==> src/rtl/ifid_fetch_unit.sv <==
// Fetch-side producer for the IF/ID register: pulls a three-byte instruction over an
// 8-bit read port, presents it with its PC and pulses ifid_en when the decoder accepts it.
module ifid_fetch_unit #(
  parameter int            AW       = 8,
  parameter logic [AW-1:0] RESET_PC = '0
) (
  input  logic          clk,
  input  logic          rst_n,
  output logic          imem_req,
  output logic [AW-1:0] imem_addr,
  input  logic [AW-1:0] imem_rdata,
  input  logic          imem_ack,
  input  logic          stall,
  input  logic          redirect,
  input  logic [AW-1:0] redirect_pc,
  output logic          ifid_en,
  output logic [AW-1:0] fetch_write_addr,
  output logic [AW-1:0] fetch_read_addr,
  output logic [AW-1:0] fetch_next_pc,
  output logic [AW-1:0] fetch_pc,
  output logic          fetch_valid
);

  typedef enum logic [1:0] {F0, F1, F2, PRESENT} state_t;

  state_t        state, state_next;
  logic [AW-1:0] pc, pc_next;
  logic          valid_next;
  logic          ack_take;

  assign imem_req = (state != PRESENT);
  assign ifid_en  = fetch_valid & ~stall & ~redirect;
  // A byte returned in a redirect cycle belongs to the discarded fetch.
  assign ack_take = imem_req & imem_ack & ~redirect;

  always_comb begin
    unique case (state)
      F1:      imem_addr = pc + AW'(1);
      F2:      imem_addr = pc + AW'(2);
      default: imem_addr = pc;
    endcase
  end

  always_comb begin
    // NOTE: every output of this block gets a default first so no path can infer a latch.
    state_next = state;
    pc_next    = pc;
    valid_next = fetch_valid;
    if (redirect) begin
      state_next = F0;
      pc_next    = redirect_pc;
      valid_next = 1'b0;
    end else begin
      unique case (state)
        F0: if (imem_ack) state_next = F1;
        F1: if (imem_ack) state_next = F2;
        F2: if (imem_ack) begin
          state_next = PRESENT;
          valid_next = 1'b1;
        end
        PRESENT: if (ifid_en) begin
          state_next = F0;
          pc_next    = pc + AW'(3);
          valid_next = 1'b0;
        end
        default: state_next = F0;
      endcase
    end
  end

  // NOTE: sequential state uses non-blocking assignments so all registers update from pre-edge values.
  always_ff @(posedge clk or negedge rst_n) begin
    if (!rst_n) begin
      state       <= F0;
      pc          <= RESET_PC;
      fetch_valid <= 1'b0;
    end else begin
      state       <= state_next;
      pc          <= pc_next;
      fetch_valid <= valid_next;
    end
  end

  always_ff @(posedge clk or negedge rst_n) begin
    if (!rst_n) begin
      fetch_write_addr <= '0;
      fetch_read_addr  <= '0;
      fetch_next_pc    <= '0;
      fetch_pc         <= '0;
    end else if (ack_take) begin
      unique case (state)
        F0: fetch_write_addr <= imem_rdata;
        F1: fetch_read_addr  <= imem_rdata;
        F2: begin
          fetch_next_pc <= imem_rdata;
          fetch_pc      <= pc;
        end
        default: ;
      endcase
    end
  end

endmodule

==> config.mk <==
export PLATFORM = sky130hd
export DESIGN_NAME = ifid_fetch_unit
export DESIGN_NICKNAME = d
export VERILOG_FILES = /design/src/rtl/ifid_fetch_unit.sv
export SDC_FILE = /design/constraint.sdc
export NUM_CORES = 1
export LEC_CHECK = 0
export BUFFER_PORTS_ARGS = -buffer_cell sky130_fd_sc_hd__buf_2
export CAP_MARGIN = 20
export CORE_ASPECT_RATIO = 1.5
export CORE_MARGIN = 1
export CORE_UTILIZATION = 50
export DETAILED_ROUTE_END_ITERATION = 16
export GPL_TIMING_DRIVEN = 0
export MAX_ROUTING_LAYER = met4
export PLACE_DENSITY_LB_ADDON = 0.3
export SYNTH_ARGS = -nofsm -noshare
export SYNTH_HDL_FRONTEND = slang
export SYNTH_SLANG_ARGS = --single-unit
==> constraint.sdc <==
create_clock -name clk -period 2.59 [get_ports clk]
set_clock_uncertainty 0.1 [all_clocks]
set_input_delay 0.3885 -clock clk [delete_from_list [all_inputs] [get_ports clk]]
set_output_delay 0.3885 -clock clk [all_outputs]
set_load 0.01 [all_outputs]
==> results.md <==
* Worst vdd ir at 0.702 mV
* Worst-Margin Slew at 0.930 ns
* Clock Latency Late Sink at 0.29 ns
* Die H at 83.7 um
* Dominant cell type by area after synthesis: dfrtp_1
* Final Hold Violating Endpoints at 0
* Root Driver: clkbuf_8
* Row count at 29
* Leak Pwr at 1.30 nW
* Met2 Routed Length at 2490 um
* GRT Total Usage at 21.4%
* Num CTS Buffers at 5
* WS Path Type: reg2out
* Maximum fanout along the worst path at 10
* Post-cts hold buffer count at 0
* Synth Cell Area at 2230 um2
* Critical Path RT at 2.10 ns
* Cells after Synth at 195
* Max-cap check violation count at 0
* Top_reg_cell synth: dfrtp_1
* Residual DRC count at 0
* Seq cells post-synth at 43
* Critical path cell sequence: inv_1, ha_1, buf_4, inv_1, o41ai_1, o21ai_1, buf_2
* Routed met3 length at 215 um
* Core ar. at 4250 um2
* ANT nets after route at 0
* Worst hold-check path type: in2async
* Fmax at 400 MHz
* Hpwl dp at 3540 um
* Pre-CTS setup slack at 0.316 ns
* FFs w/ async S/R, synth at 100%
* R2R depth at 7
* RSZ-0062 raised after global routing: false
* Vias per inst at 5.56
* WL final at 4750 um
* Synth cell types at 42
* Tcrit/Tclk final at 96.5%
* Dominant cells by area after synthesis: dfrtp_1, mux2_2, ha_1, nand2_1, o21ai_0
* Final #Nets at 294
* CTS tree: yes
* Initial Util at 52.5%
* Commonest non-fill, non-tap cell in the layout: buf_2
* Slowest CP cell: dfrtp_1
* Post-layout min period at 2.50 ns
* Count of endpoints failing setup in the final report at 0
* Slew HR at 38.0%
* Highest routed layer: met4
* Ant diodes at 0
* Largest net degree at the start of global routing at 44
* H-tree depth at 2
* Most frequent cells in the layout: buf_2, dfrtp_1, mux2_2
* Vias in the first global route at 1,628
* Reg2reg start: state[1]
* Die X at 56.5 um
* CP max stage delay at 0.40 ns
* DRT iter0 DRCs at 59
* GP Congestion at 0.931
* TritonRoute pass-1 iters at 4
* Most frequent CP cell: inv_1
* CP Data Arrival Time at 2.01 ns
* I/O pin cnt at 64
* Status: finished, final reports clean
* Crit path launch type: flip-flop
* Post-synthesis sequential area ratio at 48.3%
* Layout cell share with drive strength beyond 1 at 46.2%
* Area Overhead vs Synth at 21.2%
* Synth warn at 0
* Setup tns final at 0 ns
* Capture point of the worst reg-to-reg path: fetch_next_pc[3]
* PortBufs at 62
* DIE AREA at 4730 um2
* Clock Sinks at 43
* R2R Setup Slk at 0.52 ns
* DR vias at 1,735
* First-pass GRT wire length at 7690 um
* Max Slew Vio Count at 0
* CTS max path bufs at 2
* Clk slew on worst S/H paths at 0.08 ns
* Syn Area/Cell at 11.4 um2
* Pwr Density at 1060 nW/um2
* Setup ws final at 0.0915 ns
* Mapped Nets at 224
* CP endpoint kind: output pin
* WL met1 at 1950 um
* Congestion Overflow GR at 0
* Antenna violations before repair at 0
* Synth top area share at 48.3%
* EDFF count, synth at 0
* Routed len/inst at 15.2 um
[where the power goes]
group / switching (mW) / internal, mW / leakage [nW]
logic: 0.685 / 0.661 / 0.735
registers: 0.152 / 0.944 / 0.527
clock network: 0.238 / 0.193 / 0.0408
total: 1.07 / 1.80 / 1.30
[cells in the mapped netlist, types with 2 or more instances]
cell type  instances
nor2_1             7
o211ai_1           3
inv_1              7
nor2b_1            4
o31ai_1            2
and2_1             3
buf_2              6
a21o_1             2
clkbuf_1           2
o21ai_0            9
a211oi_1           2
nand2b_1           2
a2bb2oi_1          2
o22a_1             2
dfrtp_1           43
nand2_1           14
or4_1              5
buf_6              2
a21oi_1            4
a31oi_1            7
and4_2             2
o22ai_1            2
nand4_1            2
ha_1               8
nand3_1            3
mux2_2            34
[kinds of logic after synthesis]
kind of cell	Yosys count	share of synthesized area [%]
buf+inv	20	4.55
simple gates	49	12.9
fa+ha+maj	8	4.49
flops	43	48.3
compound gates	38	11.3
mux	35	17.6
xor+xnor	2	0.787
[stage by stage]
stage	hold WS, ns	util (%)	total power [mW]	instances	instance area (um2)
after floorplan	-0.00709	-	1.94	195	2230
after global placement	0.384	61.1	2.40	303	2590
after detailed placement	0.390	61.1	2.44	303	2590
after CTS	0.153	63.4	2.88	311	2690
after global routing	0.203	63.6	3.07	312	2700
final	0.128	63.6	2.87	312	2700
[per-layer routing]
metal  up-vias  track usage (%)
met4         0             6.87
met3         7             3.41
met5         -                -
met2        53             37.4
li1        843                -
met1       832             24.8
[worst max path at each step]
stage / from / endpoint / cells after the start
after CTS: state[0] / imem_addr[4] / 7
after floorplan: state[0] / imem_addr[4] / 6
after detailed placement: state[0] / imem_addr[4] / 7
after global routing: state[0] / imem_addr[4] / 7
final: state[0] / imem_addr[4] / 7
after global placement: state[0] / imem_addr[4] / 7
[final cells by class]
type	count	area (um2)
plain buffers	12	76.3
clock buffers	5	68.8
clock inverters	3	23.8
fillers	359	1550
inverters	8	30.0
multi-input cells	132	1050
flip-flops and latches	43	1080
well taps	46	57.6
repair buffers	63	318
[critical path: cells and delay by family (launching register included)]
family / cells / cell delay (ns)
flops: 1 / 0.40
fa+ha+maj: 1 / 0.28
compound gates: 2 / 0.51
buf+inv: 4 / 0.53
[sequential cells by signal, indices dropped and copies added (netlist names)]
signal / count
fetch_next_pc: 8
fetch_read_addr: 8
fetch_write_addr: 8
state: 2
fetch_pc: 8
fetch_valid: 1
pc: 8
[what timing repair did]
item	4_1_cts	5_1_grt
gates cloned	0	0
buffers inserted	0	1
resized for setup	1	5
endpoints found under the setup margin	1	7
(Power assumes the default switching activity.)
